### src/rtl/multicycle_conunit.sv
// Multi-cycle MIPS control unit: steps each instruction through
// IF/ID/EX/MEM/WB over one shared memory port (MemReq/MemRdy handshake)
// and drives the same datapath control encodings as the single-cycle unit.
// A memory request left unanswered for MEM_TIMEOUT cycles raises a sticky
// Fault and parks the unit in HALT until rst_n is asserted.
module multicycle_conunit #(
  parameter int ALUC_W      = 4,
  parameter int PCSRC_W     = 2,
  parameter int MEM_TIMEOUT = 16,
  parameter int TO_W        = 5
) (
  input  logic               clk,
  input  logic               rst_n,
  input  logic [5:0]         Op,
  input  logic [5:0]         Func,
  input  logic               Zero,
  input  logic               Sign,
  input  logic               MemRdy,
  output logic               MemReq,
  output logic               memWr,
  output logic               PcWr,
  output logic               IrWr,
  output logic [ALUC_W-1:0]  Aluc,
  output logic               AluSrcA,
  output logic               AluSrcB,
  output logic [PCSRC_W-1:0] PcSrc,
  output logic               Wrback,
  output logic               RegDst,
  output logic               ExtSe,
  output logic               regWr,
  output logic               InstrDone,
  output logic               IllegalOp,
  output logic               Fault
);

  // ALU operation codes
  localparam logic [ALUC_W-1:0] ALU_ADD  = ALUC_W'(4'd0);
  localparam logic [ALUC_W-1:0] ALU_SUB  = ALUC_W'(4'd1);
  localparam logic [ALUC_W-1:0] ALU_AND  = ALUC_W'(4'd2);
  localparam logic [ALUC_W-1:0] ALU_OR   = ALUC_W'(4'd3);
  localparam logic [ALUC_W-1:0] ALU_XOR  = ALUC_W'(4'd4);
  localparam logic [ALUC_W-1:0] ALU_NOR  = ALUC_W'(4'd5);
  localparam logic [ALUC_W-1:0] ALU_SLT  = ALUC_W'(4'd6);
  localparam logic [ALUC_W-1:0] ALU_SLTU = ALUC_W'(4'd7);
  localparam logic [ALUC_W-1:0] ALU_SLL  = ALUC_W'(4'd8);
  localparam logic [ALUC_W-1:0] ALU_SRL  = ALUC_W'(4'd9);
  localparam logic [ALUC_W-1:0] ALU_SRA  = ALUC_W'(4'd10);

  // Datapath mux encodings
  localparam logic [PCSRC_W-1:0] PC_NEXT   = PCSRC_W'(2'd0);
  localparam logic [PCSRC_W-1:0] PC_BRANCH = PCSRC_W'(2'd1);
  localparam logic [PCSRC_W-1:0] PC_JUMP   = PCSRC_W'(2'd2);
  localparam logic FROM_DATA = 1'b0;  // AluSrcA / AluSrcB register operand
  localparam logic FROM_SA   = 1'b1;  // AluSrcA shift amount
  localparam logic FROM_IMMD = 1'b1;  // AluSrcB immediate
  localparam logic FROM_ALU  = 1'b0;
  localparam logic FROM_DM   = 1'b1;
  localparam logic FROM_RT   = 1'b0;
  localparam logic FROM_RD   = 1'b1;
  localparam logic ZERO_EXD  = 1'b0;
  localparam logic SIGN_EXD  = 1'b1;

  // Opcodes. BGEZ/BLTZ share REGIMM in MIPS and are split by rt, which
  // this unit never sees, so BLTZ is given a spare opcode of its own.
  localparam logic [5:0] OP_RTYPE = 6'b000000, OP_BGEZ  = 6'b000001;
  localparam logic [5:0] OP_J     = 6'b000010, OP_JAL   = 6'b000011;
  localparam logic [5:0] OP_BEQ   = 6'b000100, OP_BNE   = 6'b000101;
  localparam logic [5:0] OP_BLEZ  = 6'b000110, OP_BGTZ  = 6'b000111;
  localparam logic [5:0] OP_ADDI  = 6'b001000, OP_ADDIU = 6'b001001;
  localparam logic [5:0] OP_SLTI  = 6'b001010, OP_SLTIU = 6'b001011;
  localparam logic [5:0] OP_ANDI  = 6'b001100, OP_ORI   = 6'b001101;
  localparam logic [5:0] OP_XORI  = 6'b001110, OP_BLTZ  = 6'b011000;
  localparam logic [5:0] OP_LB    = 6'b100000, OP_LW    = 6'b100011;
  localparam logic [5:0] OP_SB    = 6'b101000, OP_SW    = 6'b101011;

  // R-type funct codes
  localparam logic [5:0] F_SLL  = 6'b000000, F_SRL  = 6'b000010;
  localparam logic [5:0] F_SRA  = 6'b000011, F_SLLV = 6'b000100;
  localparam logic [5:0] F_SRLV = 6'b000110, F_SRAV = 6'b000111;
  localparam logic [5:0] F_JR   = 6'b001000, F_ADD  = 6'b100000;
  localparam logic [5:0] F_ADDU = 6'b100001, F_SUB  = 6'b100010;
  localparam logic [5:0] F_SUBU = 6'b100011, F_AND  = 6'b100100;
  localparam logic [5:0] F_OR   = 6'b100101, F_XOR  = 6'b100110;
  localparam logic [5:0] F_NOR  = 6'b100111, F_SLT  = 6'b101010;
  localparam logic [5:0] F_SLTU = 6'b101011;

  localparam logic [TO_W-1:0] TO_LIMIT = TO_W'(MEM_TIMEOUT - 1);

  typedef enum logic [2:0] {
    S_IDLE, S_IF, S_ID, S_EX, S_MEM, S_WB, S_HALT
  } state_t;

  typedef enum logic [2:0] {
    K_ALU_R, K_ALU_I, K_LOAD, K_STORE, K_BRANCH, K_JUMP, K_ILLEGAL
  } kind_t;

  typedef struct packed {
    logic [ALUC_W-1:0] aluc;
    logic              src_a;
    logic              src_b;
    logic              ext;
  } ex_t;

  // Instruction class, used to pick the state after ID and EX.
  function automatic kind_t classify(input logic [5:0] op, input logic [5:0] func);
    kind_t k;
    k = K_ILLEGAL;
    case (op)
      OP_RTYPE: begin
        case (func)
          F_ADD, F_ADDU, F_SUB, F_SUBU, F_AND, F_OR, F_XOR, F_NOR,
          F_SLT, F_SLTU, F_SLL, F_SRL, F_SRA, F_SLLV, F_SRLV, F_SRAV: k = K_ALU_R;
          F_JR:    k = K_JUMP;
          default: k = K_ILLEGAL;
        endcase
      end
      OP_ADDI, OP_ADDIU, OP_SLTI, OP_SLTIU,
      OP_ANDI, OP_ORI, OP_XORI:                            k = K_ALU_I;
      OP_LW, OP_LB:                                        k = K_LOAD;
      OP_SW, OP_SB:                                        k = K_STORE;
      OP_BEQ, OP_BNE, OP_BLEZ, OP_BGTZ, OP_BGEZ, OP_BLTZ:  k = K_BRANCH;
      OP_J, OP_JAL:                                        k = K_JUMP;
      default:                                             k = K_ILLEGAL;
    endcase
    return k;
  endfunction

  // Single-cycle decode table for the EX-stage ALU controls.
  function automatic ex_t ex_decode(input logic [5:0] op, input logic [5:0] func);
    ex_t d;
    d.aluc  = ALU_ADD;
    d.src_a = FROM_DATA;
    d.src_b = FROM_DATA;
    d.ext   = SIGN_EXD;
    case (op)
      OP_RTYPE: begin
        case (func)
          F_SUB, F_SUBU: d.aluc = ALU_SUB;
          F_AND:         d.aluc = ALU_AND;
          F_OR:          d.aluc = ALU_OR;
          F_XOR:         d.aluc = ALU_XOR;
          F_NOR:         d.aluc = ALU_NOR;
          F_SLT:         d.aluc = ALU_SLT;
          F_SLTU:        d.aluc = ALU_SLTU;
          F_SLL:         begin d.aluc = ALU_SLL; d.src_a = FROM_SA; end
          F_SRL:         begin d.aluc = ALU_SRL; d.src_a = FROM_SA; end
          F_SRA:         begin d.aluc = ALU_SRA; d.src_a = FROM_SA; end
          F_SLLV:        d.aluc = ALU_SLL;
          F_SRLV:        d.aluc = ALU_SRL;
          F_SRAV:        d.aluc = ALU_SRA;
          default:       d.aluc = ALU_ADD;
        endcase
      end
      OP_ADDI, OP_ADDIU, OP_LW, OP_LB, OP_SW, OP_SB: d.src_b = FROM_IMMD;
      OP_SLTI:  begin d.aluc = ALU_SLT;  d.src_b = FROM_IMMD; end
      OP_SLTIU: begin d.aluc = ALU_SLTU; d.src_b = FROM_IMMD; end
      OP_ANDI:  begin d.aluc = ALU_AND;  d.src_b = FROM_IMMD; d.ext = ZERO_EXD; end
      OP_ORI:   begin d.aluc = ALU_OR;   d.src_b = FROM_IMMD; d.ext = ZERO_EXD; end
      OP_XORI:  begin d.aluc = ALU_XOR;  d.src_b = FROM_IMMD; d.ext = ZERO_EXD; end
      OP_BEQ, OP_BNE, OP_BLEZ, OP_BGTZ, OP_BGEZ, OP_BLTZ: d.aluc = ALU_SUB;
      default:  d.aluc = ALU_ADD;
    endcase
    return d;
  endfunction

  // Branch condition from the ALU flags of rs - rt (or rs - 0).
  function automatic logic branch_taken(input logic [5:0] op, input logic zero, input logic sign);
    logic t;
    case (op)
      OP_BEQ:  t = zero;
      OP_BNE:  t = !zero;
      OP_BGTZ: t = !sign && !zero;
      OP_BGEZ: t = !sign;
      OP_BLTZ: t = sign;
      OP_BLEZ: t = sign || zero;
      default: t = 1'b0;
    endcase
    return t;
  endfunction

  state_t          state_r, state_s;
  logic [5:0]      op_r, func_r;
  logic [TO_W-1:0] to_cnt_r;
  logic            fault_r;
  kind_t           kind_ex_s;
  ex_t             ex_s;

  assign kind_ex_s = classify(op_r, func_r);
  assign ex_s      = ex_decode(op_r, func_r);
  assign Fault     = fault_r;

  // State register, latched instruction fields, timeout counter, sticky fault.
  always_ff @(posedge clk or negedge rst_n) begin
    if (!rst_n) begin
      state_r  <= S_IDLE;
      op_r     <= 6'd0;
      func_r   <= 6'd0;
      to_cnt_r <= '0;
      fault_r  <= 1'b0;
    end else begin
      state_r <= state_s;
      if (state_r == S_ID) begin
        op_r   <= Op;
        func_r <= Func;
      end else begin
        op_r   <= op_r;
        func_r <= func_r;
      end
      if ((state_r == S_IF || state_r == S_MEM) && !MemRdy) begin
        to_cnt_r <= to_cnt_r + TO_W'(1);
      end else begin
        to_cnt_r <= '0;
      end
      if (state_s == S_HALT) begin
        fault_r <= 1'b1;
      end else begin
        fault_r <= fault_r;
      end
    end
  end

  // Next-state selection and per-state datapath controls.
  always_comb begin
    state_s   = state_r;
    MemReq    = 1'b0;
    memWr     = 1'b0;
    PcWr      = 1'b0;
    IrWr      = 1'b0;
    regWr     = 1'b0;
    InstrDone = 1'b0;
    IllegalOp = 1'b0;
    Aluc      = ALU_ADD;
    AluSrcA   = FROM_DATA;
    AluSrcB   = FROM_DATA;
    PcSrc     = PC_NEXT;
    Wrback    = FROM_ALU;
    RegDst    = FROM_RD;
    ExtSe     = SIGN_EXD;
    case (state_r)
      S_IDLE: state_s = S_IF;
      S_IF: begin
        MemReq = 1'b1;
        if (MemRdy) begin
          IrWr    = 1'b1;
          PcWr    = 1'b1;
          state_s = S_ID;
        end else if (to_cnt_r == TO_LIMIT) begin
          state_s = S_HALT;
        end else begin
          state_s = S_IF;
        end
      end
      S_ID: begin
        if (classify(Op, Func) == K_ILLEGAL) begin
          IllegalOp = 1'b1;
          InstrDone = 1'b1;
          state_s   = S_IF;
        end else begin
          state_s   = S_EX;
        end
      end
      S_EX: begin
        Aluc    = ex_s.aluc;
        AluSrcA = ex_s.src_a;
        AluSrcB = ex_s.src_b;
        ExtSe   = ex_s.ext;
        case (kind_ex_s)
          K_BRANCH: begin
            if (branch_taken(op_r, Zero, Sign)) begin
              PcWr  = 1'b1;
              PcSrc = PC_BRANCH;
            end else begin
              PcWr  = 1'b0;
            end
            InstrDone = 1'b1;
            state_s   = S_IF;
          end
          K_JUMP: begin
            PcWr      = 1'b1;
            PcSrc     = PC_JUMP;
            InstrDone = 1'b1;
            state_s   = S_IF;
          end
          K_LOAD, K_STORE:  state_s = S_MEM;
          K_ALU_R, K_ALU_I: state_s = S_WB;
          default:          state_s = S_IF;
        endcase
      end
      S_MEM: begin
        MemReq = 1'b1;
        memWr  = (kind_ex_s == K_STORE);
        if (MemRdy) begin
          if (kind_ex_s == K_STORE) begin
            InstrDone = 1'b1;
            state_s   = S_IF;
          end else begin
            state_s   = S_WB;
          end
        end else if (to_cnt_r == TO_LIMIT) begin
          state_s = S_HALT;
        end else begin
          state_s = S_MEM;
        end
      end
      S_WB: begin
        regWr     = 1'b1;
        InstrDone = 1'b1;
        state_s   = S_IF;
        if (kind_ex_s == K_LOAD) begin
          Wrback = FROM_DM;
        end else begin
          Wrback = FROM_ALU;
        end
        if (kind_ex_s == K_ALU_R) begin
          RegDst = FROM_RD;
        end else begin
          RegDst = FROM_RT;
        end
      end
      S_HALT:  state_s = S_HALT;
      default: state_s = S_IDLE;
    endcase
  end

endmodule

### config.mk
export PLATFORM = sky130hd
export DESIGN_NAME = multicycle_conunit
export DESIGN_NICKNAME = d
export VERILOG_FILES = /design/src/rtl/multicycle_conunit.sv
export SDC_FILE = /design/constraint.sdc
export NUM_CORES = 1
export LEC_CHECK = 0
export CAP_MARGIN = 25
export CORE_MARGIN = 2
export CORE_UTILIZATION = 51
export CTS_CLUSTER_DIAMETER = 80
export CTS_CLUSTER_SIZE = 24
export DETAILED_ROUTE_END_ITERATION = 6
export PLACE_DENSITY = 0.8
export SKIP_CTS_REPAIR_TIMING = 1
export SLEW_MARGIN = 20
export SYNTH_ARGS = -nofsm -noshare
export SYNTH_HDL_FRONTEND = slang
export SYNTH_SLANG_ARGS = --single-unit
### constraint.sdc
create_clock -name clk -period 2.56 [get_ports clk]
set_input_delay 0.384 -clock clk [delete_from_list [all_inputs] [get_ports clk]]
set_output_delay 0.384 -clock clk [all_outputs]
set_load 0.05 [all_outputs]
==> results.json <==
{
  "drive_gt1_share_pct": 25.4,
  "cap_violations": 0,
  "violations": "setup timing",
  "seq_area_frac_synth_pct": 31.6,
  "ios": 36,
  "endpoint_kind": "primary output",
  "top_layer_used": "met4",
  "die_h_um": 61.1,
  "synth_area_per_cell_um2": 8.11,
  "critPathRequiredTime_ns": 2.18,
  "r2r-start": "op_r[0]$_DFFE_PN0P_",
  "synth_top_cell_area_share_pct": 31.6,
  "rrSetupSlack_ns": 0.38,
  "rows": 20,
  "grt_max_degree": 22,
  "start_kind": "register",
  "hold_path.class": "in2async",
  "synth_seq_cells": 21,
  "first_global_vias": 1725,
  "drc": 0,
  "pwr_density_cell_nw_per_um2": 1030,
  "syn-num-nets": 224,
  "peakVddDrop_mv": 0.662,
  "clk_latency_ns": 0.32,
  "numCtsBuffers": 3,
  "antenna_found_initial": 0,
  "drt_pass1_iterations": 4,
  "htree_levels": 1,
  "clockBufferDepth": 2,
  "setup_viol": 8,
  "vias_per_cell": 5.88,
  "grt_overflow": 0,
  "dpl_cell_area_um2": 2280,
  "place_hpwl_mm": 3.57,
  "wirelength_mm": 4.76,
  "m1WireLength_mm": 1.91,
  "p_leak_nw": 0.996,
  "reg2reg_depth": 6,
  "synth_area_leader_cell": "dfrtp_1",
  "core_um2": 3080,
  "ys_async_sr_fraction_pct": 100,
  "clk_root_buffer_cell": "clkbuf_4",
  "relSlewSlack_pct": 65.5,
  "cts_tree": "built",
  "rsz0062_at_grt": "true",
  "grt.total_usage_pct": 27.8,
  "clock-sinks": 21,
  "r2r-end": "Fault$_DFFE_PN0N_",
  "wl_met2_mm": 2.50,
  "final_cells": 292,
  "syn_inst": 205,
  "syn-cell-area_um2": 1660,
  "placed_cells": 285,
  "finalHoldViolCount": 0,
  "fin_hold_ws_ns": 0.394,
  "fill_cells": 216,
  "fin_ws_ns": -0.220,
  "io_buffer_count": 35,
  "area_growth_pct": 45.3,
  "grt_pass1_wl_mm": 7.69,
  "wl_per_cell_um": 16.3,
  "synth_most_common_cell": "nor2_1",
  "outcome": "finished with violations",
  "die_area_um2": 3730,
  "yosysWarningCount": 0,
  "synthTopCellsByCount": "nor2_1, dfrtp_1, nand2_1, clkbuf_1, inv_1",
  "start_util_pct": 54.0,
  "crit_fanout": 4,
  "n_antenna_cell": 0,
  "first_iter_violations": 105,
  "slew_violations": 0,
  "design_area_um2": 2410,
  "synth-edff-count": 0,
  "gp_congestion": 0.891,
  "synth_area_leaders": "dfrtp_1, nor2_1, mux2_1",
  "ys_types": 55,
  "crit_type": "reg2out",
  "postRouteAntennaNets": 0,
  "route.met3.wl_um": 200,
  "min_period_ns": 2.78,
  "fmax_mhz": 360,
  "vias": 1717,
  "clk_pin_slew_worst_paths_ns": 0.11,
  "nNetsFinal": 268,
  "cp.arrival_ns": 2.40,
  "fin_skew_ns": 0.00152,
  "die_w_um": 61.1,
  "synth_flop_cell": "dfrtp_1",
  "worstMarginPinSlew_ns": 0.514,
  "fin_crit_sh_pct": 109
}
logic make-up (layout without fill, tap and decap cells):
group | after synthesis | count (layout) | share of synthesized area [%]
AND/OR/NAND/NOR | 89 | 89 | 28.8
AO/OA/AOI/OAI | 48 | 48 | 20.5
buffers and inverters | 26 | 69 | 5.87
flip-flops | 21 | 21 | 31.6
multiplexers | 12 | 12 | 7.98
XOR/XNOR | 7 | 7 | 3.69
adder cells (fa/ha/maj) | 2 | 2 | 1.51
final cells by class:
type	instances	area, um2	share of cell area, %
Sequential cell	21	526	21.8
Multi-Input combinational cell	158	1150	47.6
Clock inverter	1	5.00	0.207
Inverter	12	45.0	1.87
Timing Repair Buffer	53	612	25.3
Clock buffer	3	22.5	0.933
Tap cell	44	55.1	2.28
per-layer routing:
| metal | up-vias | global-route usage, % |
|---|---|---|
| li1 | 829 | - |
| met1 | 814 | 36.5 |
| met2 | 59 | 47.0 |
| met3 | 15 | 1.89 |
| met4 | 0 | 12.4 |
| met5 | - | 0 |
metrics by stage:
stage | setup slack, ns | util, % | setup TNS (ns) | total power [mW]
after detailed placement | -0.0165 | 74.2 | -0.0165 | 2.18
after global placement | 0.0258 | 74.2 | 0 | 2.11
final | -0.220 | 78.4 | -1.00 | 2.48
after CTS | -0.361 | 75.1 | -2.15 | 2.35
after floorplan | -0.143 | - | -0.203 | 1.66
after global routing | -0.315 | 78.4 | -1.71 | 2.64
how the worst max path moves through the flow:
stage | startpoint | to | slack, ns
after floorplan | op_r[0]$_DFFE_PN0P_ | AluSrcA | -0.14
after global placement | Func[5] | InstrDone | 0.03
after detailed placement | Func[5] | InstrDone | -0.02
after CTS | op_r[0]$_DFFE_PN0P_ | Aluc[2] | -0.36
after global routing | op_r[0]$_DFFE_PN0P_ | Aluc[2] | -0.32
final | op_r[0]$_DFFE_PN0P_ | InstrDone | -0.22
power breakdown:
| group | switching, mW | total, mW | leakage [nW] | internal [mW] |
|---|---|---|---|---|
| logic | 0.977 | 1.71 | 0.719 | 0.730 |
| registers | 0.158 | 0.613 | 0.259 | 0.455 |
| clock network | 0.104 | 0.162 | 0.0177 | 0.0586 |
critical path: stages (launching register included):
cell,delay [ns]
dfrtp_1,0.40
or3_4,0.38
or4_4,0.44
buf_4,0.18
inv_1,0.05
a311oi_1,0.10
a221o_1,0.36
buf_12,0.16
placed cells by master (no fill, tap or decap), types with 3 or more instances in the layout:
| cell | Yosys | final |
|---|---|---|
| mux2_1 | 6 | 6 |
| a21oi_1 | 10 | 9 |
| xor2_1 | 5 | 5 |
| nand2_1 | 17 | 17 |
| buf_12 | 0 | 11 |
| nand3_1 | 7 | 7 |
| mux2_2 | 4 | 4 |
| nand2b_1 | 7 | 6 |
| buf_4 | 0 | 20 |
| clkdlybuf4s50_1 | 0 | 18 |
| o21ai_1 | 9 | 9 |
| nor2b_1 | 5 | 4 |
| o21ai_0 | 3 | 3 |
| and3_1 | 4 | 4 |
| nor2_1 | 22 | 18 |
| clkbuf_4 | 0 | 3 |
| dfrtp_1 | 21 | 21 |
| inv_1 | 11 | 11 |
state kept, by name, summed over array words and instances (netlist names):
name,flops
op_r,6
state_r,3
func_r,6
to_cnt_r,5
Fault,1
No activity file was read; power rests on OpenSTA's default activity.
==> patch (same flow settings) <==
Set the parameter `MEM_TIMEOUT` to 8 (it was 16).
--- a/src/rtl/multicycle_conunit.sv
+++ b/src/rtl/multicycle_conunit.sv
@@ -6,7 +6,7 @@
 module multicycle_conunit #(
   parameter int ALUC_W      = 4,
   parameter int PCSRC_W     = 2,
-  parameter int MEM_TIMEOUT = 16,
+  parameter int MEM_TIMEOUT = 8,
   parameter int TO_W        = 5
 ) (
   input  logic               clk,
Function: changed (Yosys sat finds a counterexample within 10 cycles, from zero or initial values and one cycle with rst_n low).
==> patch against the unedited design <==
- the run still ends with setup timing left
- cell area up 0.83%
- setup slack better by 0.20 ns
- sequential cell count unchanged
- wire length down 10%
- register-to-register slack better by 0.18 ns
- total power up 6.6%
- area after synthesis up 0.75%
- critical path depth down 1
- critical path type unchanged
- largest cell class unchanged
- highest routed layer unchanged
==> patch: results (changes against the unedited design) <==
| Metric | Value |
|---|---|
| Met2 GRT Util | 40.7% (-6.2 points) |
| Met2 Routed Length | 2160 µm (-13%) |
| Power in combinational cells | 1820 µW (+6%) |
| First-pass GRT wire length | 6900 µm (-10%) |
| Design Power | 2650 µW (+6.6%) |
| Global routing usage on met1 | 33.1% (-3.5 points) |
| Hold WS | 0.421 ns (+0.0267 ns) |
| Register-to-Register Setup Slack | 0.56 ns (+0.18 ns) |
| Syn nets | 217 (-3.1%) |
| CP max stage delay | 0.58 ns (+0.14 ns) |
| Number of global-route vias before repair | 1583 (-8.2%) |
| DR vias | 1676 (-2.4%) |
| Synth top area cells | dfrtp_1 31%, mux2_2 5.4%, o21ai_0 4.8% |
| Post-Synth XOR/XNOR Area | 5.23% (+1.5 points) |
| Met3 routed wirelength | 183 µm (-8.5%) |
| Worst EP arrival | 2.20 ns (-0.20 ns) |
| Setup crit end | PcWr |
| Cells after DPL | 283 (-0.70%) |
| Final Non-Filler Cells | 291 (-0.34%) |
| Reg-to-reg critical path startpoint | to_cnt_r[0]$_DFF_PN0_ |
| Clk pwr | 149 µW (-8%) |
| Max Fanout on Critical Path | 3 (-1) |
| Failing checks | setup timing |
| Total GRT Usage | 24.1% (-3.7 points) |
| Wire length on met1 | 1860 µm (-2.6%) |
| Final #Nets | 266 (-0.75%) |
| Met3 Use GR | 1.68% (-0.21 points) |
| Slew @ Worst Pin | 0.608 ns (+0.0948 ns) |
| Crit path launch | op_r[2]$_DFFE_PN0P_ |
| Detailed placer's ending HPWL | 3300 µm (-7.5%) |
| Post-Route Skew | 0.00426 ns (+0.00273 ns) |
| CTS max path bufs | 2 (unchanged) |
| Ys async rst share | 100% (unchanged) |
| Syn_area_per_cell | 8.41 µm² (+3.8%) |
| WL/cell | 14.6 µm (-10%) |
| VDD IR max | 0.000742 V (+12%) |
| Diodes inserted | 0 (unchanged) |
| Post-synthesis compound-gate area fraction | 19.8% (-0.68 points) |
| GPL Wtd Cong | 0.835 (-6.2%) |
| Total setup violations reported at the end of the flow | 3 (-5) |
| Most frequent cells after synthesis | 21 x dfrtp_1, 17 x nor2_1, 16 x o21ai_0, 15 x nand2_1 |
| Internal Power | 1290 µW (+3.9%) |
| Clk_lat worst skew | 0.29 ns (-0.03 ns) |
| Register area share after synthesis | 31.4% (-0.24 points) |
| Setup TNS | -0.0348 ns (+0.970 ns) |
| Mux contribution to synthesized area | 7.17% (-0.81 points) |
| Post-Synth Adder-Cell Area | 0.747% (-0.76 points) |
| Outcome | finished with violations |
| Iter 0 DRT Violations | 114 (+8.6%) |
| Worst setup margin | -0.0206 ns (+0.200 ns) |
| Layout cells sized above 1 | 28.3% (+2.9 points) |
## patch: cell types whose count changed after synthesis, sizes merged, moves of 3 or more
cell    unedited run  this run
xnor2              2         5
nor2              22        17
o21ai             12        16
inv               12         5
nand3              7         3
and2               1         5
nor3b              4         1
nand3b             0         5
buf                1         5
clkbuf            13         8
## patch: through the flow
step / cell area [µm²] / setup WS, ns
floorplan: 1730 / -0.325
global placement: 2300 / -0.0258
detailed placement: 2300 / -0.0613
CTS: 2330 / -0.133
global route: 2430 / -0.145
finish: 2430 / -0.0206
## patch: layout make-up
class / count / area, µm²
repair buffers: 57 / 624
fillers: 217 / 644
flip-flops and latches: 21 / 526
clock buffers: 4 / 26.3
multi-input cells: 159 / 1180
inverters: 6 / 22.5
well taps: 44 / 55.1
## patch: critical path: cells and delay by family (launching register included)
kind | cells | cell delay (ns)
AND/OR/NAND/NOR | 3 | 1.02
flip-flops | 1 | 0.39
AO/OA/AOI/OAI | 2 | 0.36
buffers and inverters | 1 | 0.13
